**src/rtl/muldiv_pkg.sv**
```systemverilog
// Shared definitions for the multiply/divide sequencer: operation and
// state encodings, default unit cycle counts and the counter width.
package muldiv_pkg;

    typedef enum logic [1:0] {
        OP_MULT = 2'b00,
        OP_DIV  = 2'b01,
        OP_MTHI = 2'b10,
        OP_MTLO = 2'b11
    } op_e;

    typedef enum logic [1:0] {
        ST_IDLE     = 2'b00,
        ST_RUN_MULT = 2'b01,
        ST_RUN_DIV  = 2'b10,
        ST_RELEASE  = 2'b11
    } state_e;

    localparam int MULT_CYCLES_DEF = 33;
    localparam int DIV_CYCLES_DEF  = 34;
    localparam int CNT_W           = 6;

endpackage

```
**src/rtl/muldiv_sequencer_hilo_regs.sv**
```systemverilog
// Architectural HI/LO register pair with independent write enables.
// Ports: Clock, Reset (sync, active-high), Hi/Lo write enable + data in,
// Hi_o/Lo_o register outputs.
module hilo_regs (
    input  logic        Clock,
    input  logic        Reset,
    input  logic        Hi_We_i,
    input  logic        Lo_We_i,
    input  logic [31:0] Hi_D_i,
    input  logic [31:0] Lo_D_i,
    output logic [31:0] Hi_o,
    output logic [31:0] Lo_o
);

    logic [31:0] hi_q;
    logic [31:0] lo_q;

    always_ff @(posedge Clock) begin
        if (Reset) begin
            hi_q <= '0;
            lo_q <= '0;
        end else begin
            if (Hi_We_i) hi_q <= Hi_D_i;
            if (Lo_We_i) lo_q <= Lo_D_i;
        end
    end

    assign Hi_o = hi_q;
    assign Lo_o = lo_q;

endmodule

```
**src/rtl/muldiv_sequencer.sv**
```systemverilog
// Sequencer for the multicycle multiply/divide units; owns HI/LO.
// Ports: Start/Op/A/B request, Op_A/Op_B + Go levels to the units,
// unit results and zero flag in, HI/LO, Busy, Done, Div_Zero_Exc out.
module muldiv_sequencer
    import muldiv_pkg::*;
#(
    parameter int MULT_CYCLES = MULT_CYCLES_DEF,
    parameter int DIV_CYCLES  = DIV_CYCLES_DEF
) (
    input  logic        Clock,
    input  logic        Reset,
    input  logic        Start,
    input  logic [1:0]  Op,
    input  logic [31:0] A,
    input  logic [31:0] B,
    output logic [31:0] Op_A,
    output logic [31:0] Op_B,
    output logic        Mult_Go,
    output logic        Div_Go,
    input  logic [31:0] Mult_HI,
    input  logic [31:0] Mult_LO,
    input  logic [31:0] Div_HI,
    input  logic [31:0] Div_LO,
    input  logic        Div_Zero_In,
    output logic [31:0] HI,
    output logic [31:0] LO,
    output logic        Busy,
    output logic        Done,
    output logic        Div_Zero_Exc
);

    localparam logic [CNT_W-1:0] MULT_LAST = CNT_W'(MULT_CYCLES - 1);
    localparam logic [CNT_W-1:0] DIV_LAST  = CNT_W'(DIV_CYCLES - 1);

    state_e             state_q;
    logic [CNT_W-1:0]   cnt_q;
    logic [31:0]        opa_q;
    logic [31:0]        opb_q;
    logic               mult_go_q;
    logic               div_go_q;
    logic               busy_q;
    logic               done_q;
    logic               exc_q;

    op_e                op;
    logic               start_idle;
    logic               mult_last;
    logic               div_last;
    logic               hi_we;
    logic               lo_we;
    logic [31:0]        hi_d;
    logic [31:0]        lo_d;

    assign op         = op_e'(Op);
    assign start_idle = (state_q == ST_IDLE) && Start;
    assign mult_last  = (state_q == ST_RUN_MULT) && (cnt_q == MULT_LAST);
    // A zero report on the final cycle still aborts the commit.
    assign div_last   = (state_q == ST_RUN_DIV) && (cnt_q == DIV_LAST)
                        && !Div_Zero_In;

    always_comb begin
        hi_we = 1'b0;
        lo_we = 1'b0;
        hi_d  = Mult_HI;
        lo_d  = Mult_LO;
        unique case (1'b1)
            mult_last: begin
                hi_we = 1'b1;
                lo_we = 1'b1;
            end
            div_last: begin
                hi_we = 1'b1;
                lo_we = 1'b1;
                hi_d  = Div_HI;
                lo_d  = Div_LO;
            end
            start_idle && (op == OP_MTHI): begin
                hi_we = 1'b1;
                hi_d  = A;
            end
            start_idle && (op == OP_MTLO): begin
                lo_we = 1'b1;
                lo_d  = A;
            end
            default: ;
        endcase
    end

    always_ff @(posedge Clock) begin
        if (Reset) begin
            state_q   <= ST_IDLE;
            cnt_q     <= '0;
            opa_q     <= '0;
            opb_q     <= '0;
            mult_go_q <= 1'b0;
            div_go_q  <= 1'b0;
            busy_q    <= 1'b0;
            done_q    <= 1'b0;
            exc_q     <= 1'b0;
        end else begin
            done_q <= 1'b0;
            exc_q  <= 1'b0;
            unique case (state_q)
                ST_IDLE: begin
                    if (Start) begin
                        unique case (op)
                            OP_MULT: begin
                                opa_q     <= A;
                                opb_q     <= B;
                                cnt_q     <= '0;
                                mult_go_q <= 1'b1;
                                busy_q    <= 1'b1;
                                state_q   <= ST_RUN_MULT;
                            end
                            OP_DIV: begin
                                busy_q <= 1'b1;
                                if (B != '0) begin
                                    opa_q    <= A;
                                    opb_q    <= B;
                                    cnt_q    <= '0;
                                    div_go_q <= 1'b1;
                                    state_q  <= ST_RUN_DIV;
                                end else begin
                                    // Never launch the unit on a known zero divisor.
                                    exc_q   <= 1'b1;
                                    state_q <= ST_RELEASE;
                                end
                            end
                            OP_MTHI, OP_MTLO: begin
                                done_q <= 1'b1;
                            end
                        endcase
                    end
                end
                ST_RUN_MULT: begin
                    cnt_q <= cnt_q + CNT_W'(1);
                    if (cnt_q == MULT_LAST) begin
                        mult_go_q <= 1'b0;
                        done_q    <= 1'b1;
                        state_q   <= ST_RELEASE;
                    end
                end
                ST_RUN_DIV: begin
                    cnt_q <= cnt_q + CNT_W'(1);
                    if (Div_Zero_In) begin
                        div_go_q <= 1'b0;
                        exc_q    <= 1'b1;
                        state_q  <= ST_RELEASE;
                    end else if (cnt_q == DIV_LAST) begin
                        div_go_q <= 1'b0;
                        done_q   <= 1'b1;
                        state_q  <= ST_RELEASE;
                    end
                end
                ST_RELEASE: begin
                    // Go is low here so the unit sees its falling edge.
                    busy_q  <= 1'b0;
                    state_q <= ST_IDLE;
                end
            endcase
        end
    end

    hilo_regs u_hilo (
        .Clock   (Clock),
        .Reset   (Reset),
        .Hi_We_i (hi_we),
        .Lo_We_i (lo_we),
        .Hi_D_i  (hi_d),
        .Lo_D_i  (lo_d),
        .Hi_o    (HI),
        .Lo_o    (LO)
    );

    assign Op_A         = opa_q;
    assign Op_B         = opb_q;
    assign Mult_Go      = mult_go_q;
    assign Div_Go       = div_go_q;
    assign Busy         = busy_q;
    assign Done         = done_q;
    assign Div_Zero_Exc = exc_q;

endmodule

```
**config.mk**
```make
export PLATFORM = sky130hd
export DESIGN_NAME = muldiv_sequencer
export DESIGN_NICKNAME = d
export VERILOG_FILES = /design/src/rtl/muldiv_pkg.sv /design/src/rtl/muldiv_sequencer_hilo_regs.sv /design/src/rtl/muldiv_sequencer.sv
export SDC_FILE = /design/constraint.sdc
export NUM_CORES = 1
export LEC_CHECK = 0
export BUFFER_PORTS_ARGS = -buffer_cell sky130_fd_sc_hd__clkbuf_2
export CORE_AREA = 2 2 127 129
export DETAILED_ROUTE_END_ITERATION = 6
export DIE_AREA = 0 0 129 131
export PLACE_DENSITY = 0.8
export RECOVER_POWER = 100
export SLEW_MARGIN = 5
export SYNTH_ARGS = -nofsm -noshare
export SYNTH_HDL_FRONTEND = slang
export SYNTH_SLANG_ARGS = --single-unit
```
**constraint.sdc**
```tcl
create_clock -name Clock -period 6.4 [get_ports Clock]
set_input_delay 0.32 -clock Clock [delete_from_list [all_inputs] [get_ports Clock]]
set_output_delay 0.32 -clock Clock [all_outputs]
set_load 0.005 [all_outputs]
```
* Word level (Yosys, flattened, before mapping) *
Index checks and enable logic that the tools add are counted.
Widths: inputs -> output; s select.

word-level totals
  bits in registers = 141

cells by class
  reduce and logical (&&, ||, !) cells = 26
  eq/ne operators = 18
  add/sub/neg operators = 1
  mux-type cells = 43

operators by type and width
  operator             count
  $pmux 32 s2          4
  $mux 32              2
  $reduce_bool 32->1   1
  $pmux 6 s2           2
  $mux 1               22
  $reduce_and 4->1     4
  $eq 6x6->1 const B   2
  $mux 6               2
  $reduce_bool 2->1    5
  $eq 2x2->1 const B   4
  $mux 2               4
  $ne 2x1->1 const B   4
  $pmux 1 s2           4
  $pmux 2 s4           1
  $add 6x1->6 const B  1
  $logic_and 1x1->1    6
  $ne 2x2->1 const B   3
  $reduce_or 2->1      3
  $reduce_or 3->1      2
  $reduce_and 5->1     1
  $eq 2x1->1 const B   2
  $logic_not 2->1      2
  $pmux 2 s2           1
  $ne 3x1->1 const B   1
  5 further kinds      5

* Depth between registers and ports, before layout *
  word-level depth = 5
  mapped depth = 10

* Modules after synthesis *
Synthesis repeated with hierarchy kept, for this count alone.

unflattened totals
  cells, all modules = 826
  area total of the unflattened synthesis = 6666.4 µm²

modules (own cells, without submodules)
  module            cells each  area each (µm²)  seq. area each (µm²)  times used
  muldiv_sequencer  619         4326.6           1541.5                1
  hilo_regs         207         2339.7           1281.2                1

* Worst setup path before layout *
No wires, ideal clock.

  path kind = register -> register
  from = register state_q[0]
  to = register u_hilo.hi_q[10], in the netlist u_hilo.Hi_o[10]
  path buffers = 3
  arrival = 1.925 ns
  stages on the path, launching flop included = 11
  data required time = 6.266 ns
  path slack = 4.341 ns
  cells stage by stage = dfxtp_1 inv_1 ha_1 buf_2 and4b_1 clkbuf_1 a31oi_1 nand2_1 clkbuf_1 nor2_1 a211oi_1

on the way
  cells in the longest elaborated chain, start to end = 5
  elaborated cells on any way between the ends = 11

ends and longest elaborated chain
  what                                                  line                                            source
  start, declared                                       muldiv_sequencer.sv:35                          state_e state_q;
  start signal, assigned                                muldiv_sequencer.sv:91                          state_q <= ST_IDLE;
  start signal, assigned                                muldiv_sequencer.sv:113                         state_q <= ST_RUN_MULT;
  start signal, assigned                                muldiv_sequencer.sv:122                         state_q <= ST_RUN_DIV;
  $eq 2x2->1 / $logic_not 2->1 (equally long branches)  muldiv_sequencer.sv:58, muldiv_sequencer.sv:55
  $logic_and 1x1->1 (on tied branches)                  muldiv_sequencer.sv:58, muldiv_sequencer.sv:55
  $logic_and 1x1->1 (on tied branches)                  muldiv_sequencer.sv:59, muldiv_sequencer.sv:77
  $reduce_or 3->1 (no source line)                      n/a
  $mux 1                                                muldiv_sequencer.sv:66                          unique case (1'b1)
  end signal, assigned                                  muldiv_sequencer_hilo_regs.sv:23                if (Hi_We_i) hi_q <= Hi_D_i;
  end, declared                                         muldiv_sequencer_hilo_regs.sv:15                logic [31:0] hi_q;

Several ways; a longest one is shown, not always the timed one.
A chain may end at the register's enable or synchronous reset.

* Worst setup path after layout *
  from = register state_q[0]
  to = register u_hilo.lo_q[22], in the netlist u_hilo.Lo_o[22]

on the way
  cells in the longest elaborated chain, start to end = 5
  elaborated cells on any way between the ends = 11

ends and longest elaborated chain
  what                                                  line                                            source
  $eq 2x2->1 / $logic_not 2->1 (equally long branches)  muldiv_sequencer.sv:58, muldiv_sequencer.sv:55
  $logic_and 1x1->1 (on tied branches)                  muldiv_sequencer.sv:58, muldiv_sequencer.sv:55
  $logic_and 1x1->1 (on tied branches)                  muldiv_sequencer.sv:59, muldiv_sequencer.sv:81
  $reduce_or 3->1 (no source line)                      n/a
  $mux 1                                                muldiv_sequencer.sv:66
  end signal, assigned                                  muldiv_sequencer_hilo_regs.sv:24                if (Lo_We_i) lo_q <= Lo_D_i;
  end, declared                                         muldiv_sequencer_hilo_regs.sv:16                logic [31:0] lo_q;

Several ways; a longest one is shown, not always the timed one.

==> metrics.log <==
INFO  metric report.final.hold_viol_count = 0
INFO  metric route.layer.met1.wl = 8.93 mm
INFO  metric met3_wirelength = 1.94 mm
INFO  metric timing.critical_path.required = 6680 ps
INFO  metric finalSetupTns = 0 ps
INFO  metric synth_cell_types = 36
INFO  metric final_worst_path_period_need = 5060 ps
INFO  metric route.vias.total = 6936
INFO  metric yosys.area_share.simple = 17.7%
INFO  metric synth-compound-area-share = 29.5%
INFO  metric post-cts-setup-buffers = 0
INFO  metric synth_area_leader_cell = dfxtp_1
INFO  metric drt_antenna_net_count = 0
INFO  metric relSlewSlack = -115%
INFO  metric power = 2.55 mW
INFO  metric floorplan.core_area = 0.0156 mm^2
INFO  metric drt-total-wl = 22.2 mm
INFO  metric cts_hold_repair.buffers = 0
INFO  metric finalWeightedCongestion = 0.857
INFO  metric met2WireLength = 10.9 mm
INFO  metric postSynthRegisterBits = 141
INFO  metric grt_antenna_before_repair = 0
INFO  metric syn_nets = 968
INFO  metric grt_first_pass_wirelength = 32.7 mm
INFO  metric htree_num_levels = 4
INFO  metric path_clk_slew = 60 ps
INFO  metric ys.warnings.count = 0
INFO  metric floorplan.io_pins = 331
INFO  metric drive_gt1_share = 25.1%
INFO  metric detailedRoute.firstIterationViolations = 435
INFO  metric clockRootBuffer = clkbuf_16
INFO  metric yosys.area_share.adder = 1.85%
INFO  metric tritoncts = done
INFO  metric antenna_cells_inserted = 0
INFO  metric nature_of_the_critical_path_startpoint = flip-flop
INFO  metric hpwlAfterDp = 15.7 mm
INFO  metric synth.area.mux_share = 0.164%
INFO  metric drtPass1Iterations = 5
INFO  metric routed_wire_length_per_instance = 17.3 um
INFO  metric synth.yosys.seq_area_share = 46.2%
INFO  metric post-route-period-util = 79.0%
INFO  metric grtUsageTotal = 24.9%
INFO  metric grt_overflow = 0
INFO  metric power.leakage = 3.19 nW
INFO  metric via_count_normalized_by_instance_count = 5.41
INFO  metric timing_max_transition_violations_final = 235
INFO  metric area_share_of_xor_xnor_cells_in_the_synthesized_design = 0%
INFO  metric power_per_cell_area = 308 mW/mm^2
INFO  metric synth_top_family_by_area = compound AO/OA/AOI/OAI gates
INFO  metric flow.area_growth_from_synthesis = 35.7%
INFO  metric floorplan.die.width = 129 um
INFO  metric rsz0062_at_grt = no
INFO  metric post_cts_resize_count = 0
INFO  metric setup_viol = 0
INFO  metric category_of_the_critical_setup_timing_path = flip-flop to flip-flop
INFO  metric clock_insertion_delay_worst_skew = 410 ps
INFO  metric route.top_layer_used = met4
INFO  metric vdd_ir_drop_max = 0.175 mV
INFO  metric outcome = finished, violations left
INFO  metric max_freq = 0.198 GHz
INFO  metric tightest_slew = 3220 ps
INFO  metric failed_checks = max-capacitance violations, max-slew violations
INFO  metric start_util = 39.1%
INFO  metric first_global_vias = 6463
INFO  metric numPortBuffers = 330
INFO  metric die_y = 131 um
INFO  metric drcViolationCount = 0
INFO  metric grt_max_degree = 75
INFO  metric placementRows = 46
INFO  metric cap_viol_max_count = 5
INFO  metric synthCells = 761
INFO  metric worst_setup_path_end_kind = flip-flop
INFO  metric holdCritPathClass = input port to flip-flop
INFO  metric cts_inserted_buffers = 17
INFO  metric final.setup_skew = 9.14 ps
INFO  metric ys_top_cells_by_area = dfxtp_1, nand2_1, a211oi_1, a22oi_1, a21oi_1
INFO  metric syn_area_per_cell = 8.02 um^2
INFO  metric design.final.nets = 1261
INFO  metric worstPathArrival = 5340 ps
INFO  metric critical_path_peak_fanout = 33
INFO  metric netlist_area_before_placement = 0.00610 mm^2
INFO  metric yosys.area.top_type_share = 46.2%
INFO  metric clock_tree_buffer_depth = 2
INFO  metric cts_sinks = 141
INFO  metric die_area = 0.0169 mm^2
INFO  metric worst-r2r-setup-slack = 1340 ps
==> metrics by stage <==
stage / cells / hold slack, ps / cell area, um^2 / worst slack [ps] / util (%)
2_1_floorplan: 761 / 453 / 6100 / 4340 / -
3_3_place_gp: 1251 / 441 / 7870 / 2780 / 50.4
3_5_place_dp: 1251 / 446 / 7870 / 2680 / 50.4
4_1_cts: 1283 / 114 / 8430 / 2610 / 54.1
5_1_grt: 1283 / 133 / 8280 / 1130 / 53.1
6_report: 1283 / 136 / 8280 / 1340 / 53.1
==> cell usage in the layout, fill, tap and decap left out, types with 2 or more instances in the layout <==
cell | synthesis | layout
o21ai_1 | 4 | 4
a31oi_4 | 0 | 2
o21ai_0 | 68 | 68
nand3_1 | 6 | 5
buf_4 | 0 | 4
dfxtp_1 | 141 | 141
nand4_1 | 2 | 2
buf_1 | 0 | 4
or3_1 | 3 | 3
nor3_1 | 4 | 4
clkinv_2 | 0 | 4
nand2_1 | 146 | 146
nor2_1 | 68 | 68
clkbuf_8 | 0 | 3
nor2b_1 | 4 | 4
or4_1 | 2 | 2
nor4_1 | 8 | 8
clkbuf_16 | 0 | 17
ha_1 | 9 | 9
clkbuf_2 | 0 | 226
inv_1 | 6 | 6
nand2b_1 | 3 | 3
a22oi_1 | 64 | 64
a21oi_1 | 76 | 76
a211oi_1 | 65 | 65
clkinvlp_4 | 0 | 4
clkbuf_1 | 50 | 106
==> Yosys cell counts <==
library cell,number
or4_1,2
o31ai_4,1
nor2b_1,4
o21ai_1,4
nor4b_4,1
buf_2,14
o31a_1,1
a311oi_1,1
and2_1,1
nand2_1,146
a21oi_1,76
nand2b_1,3
o221ai_1,1
a222oi_1,1
o21ai_0,68
nand3_1,6
nor4_1,8
and4b_1,1
o31ai_1,1
or3_1,3
dfxtp_1,141
inv_1,6
ha_1,9
or4b_2,1
clkbuf_1,50
nand4_1,2
a31oi_1,3
nand4b_1,1
a22oi_1,64
mux2i_1,1
nor2_1,68
and4_1,1
nor3_4,1
a211oi_1,65
nor3_1,4
o21bai_1,1
==> kinds of logic (layout without fill, tap and decap cells) <==
group | Yosys count | count (layout)
AOI/OAI and AO/OA | 287 | 287
adders and majority gates | 9 | 9
buffers and inverters | 70 | 376
DFF | 141 | 141
muxes | 1 | 1
and+or+nand+nor | 253 | 253
==> worst max-delay path, cell delays in order (launching register included) <==
cell	delay, ps
dfxtp_1	350
inv_1	120
ha_1	330
and4_1	230
clkbuf_1	1300
a31oi_4	-50
clkbuf_1	670
nand2_1	230
clkbuf_1	1310
nor2_1	100
a211oi_1	300
==> where the power goes <==
part           total [mW]  switching (mW)  internal (mW)
Sequential           1.03          0.0556          0.973
Clock               0.944           0.380          0.564
Combinational       0.575           0.348          0.227
Total                2.55           0.783           1.76
==> path summary, 6_finish.rpt <==
path         startpoint               to  depth (start not counted)
max reg2reg  state_q[0]  u_hilo.Lo_o[22]                         10
max          state_q[0]  u_hilo.Lo_o[22]                         10
min reg2reg    Op_A[14]         Op_A[14]                          2
min                B[5]          Op_B[5]                          3
==> per-layer routing <==
metal  vias up  GRT usage, %
met3        40          7.65
met2       329          42.5
met4         0          9.78
met1      3245          29.5
li1       3322             -
met5         -             0
==> flip-flops by register name, summed over array words and instances (netlist names) <==
| register | flops |
|---|---|
| Op_A | 32 |
| Div_Zero_Exc | 1 |
| Mult_Go | 1 |
| u_hilo.Lo_o | 32 |
| Op_B | 32 |
| Busy | 1 |
| Div_Go | 1 |
| Done | 1 |
| u_hilo.Hi_o | 32 |
| cnt_q | 6 |
| state_q | 2 |
==> layout make-up <==
class	instances	area (um^2)
well taps	216	270
clock buffers	22	474
repair buffers	338	1570
clock inverters	10	88.8
flip-flops and latches	141	2820
fillers	1557	7320
multi-input cells	550	3040
inverters	6	22.5
No activity file was read; power rests on OpenSTA's default activity.
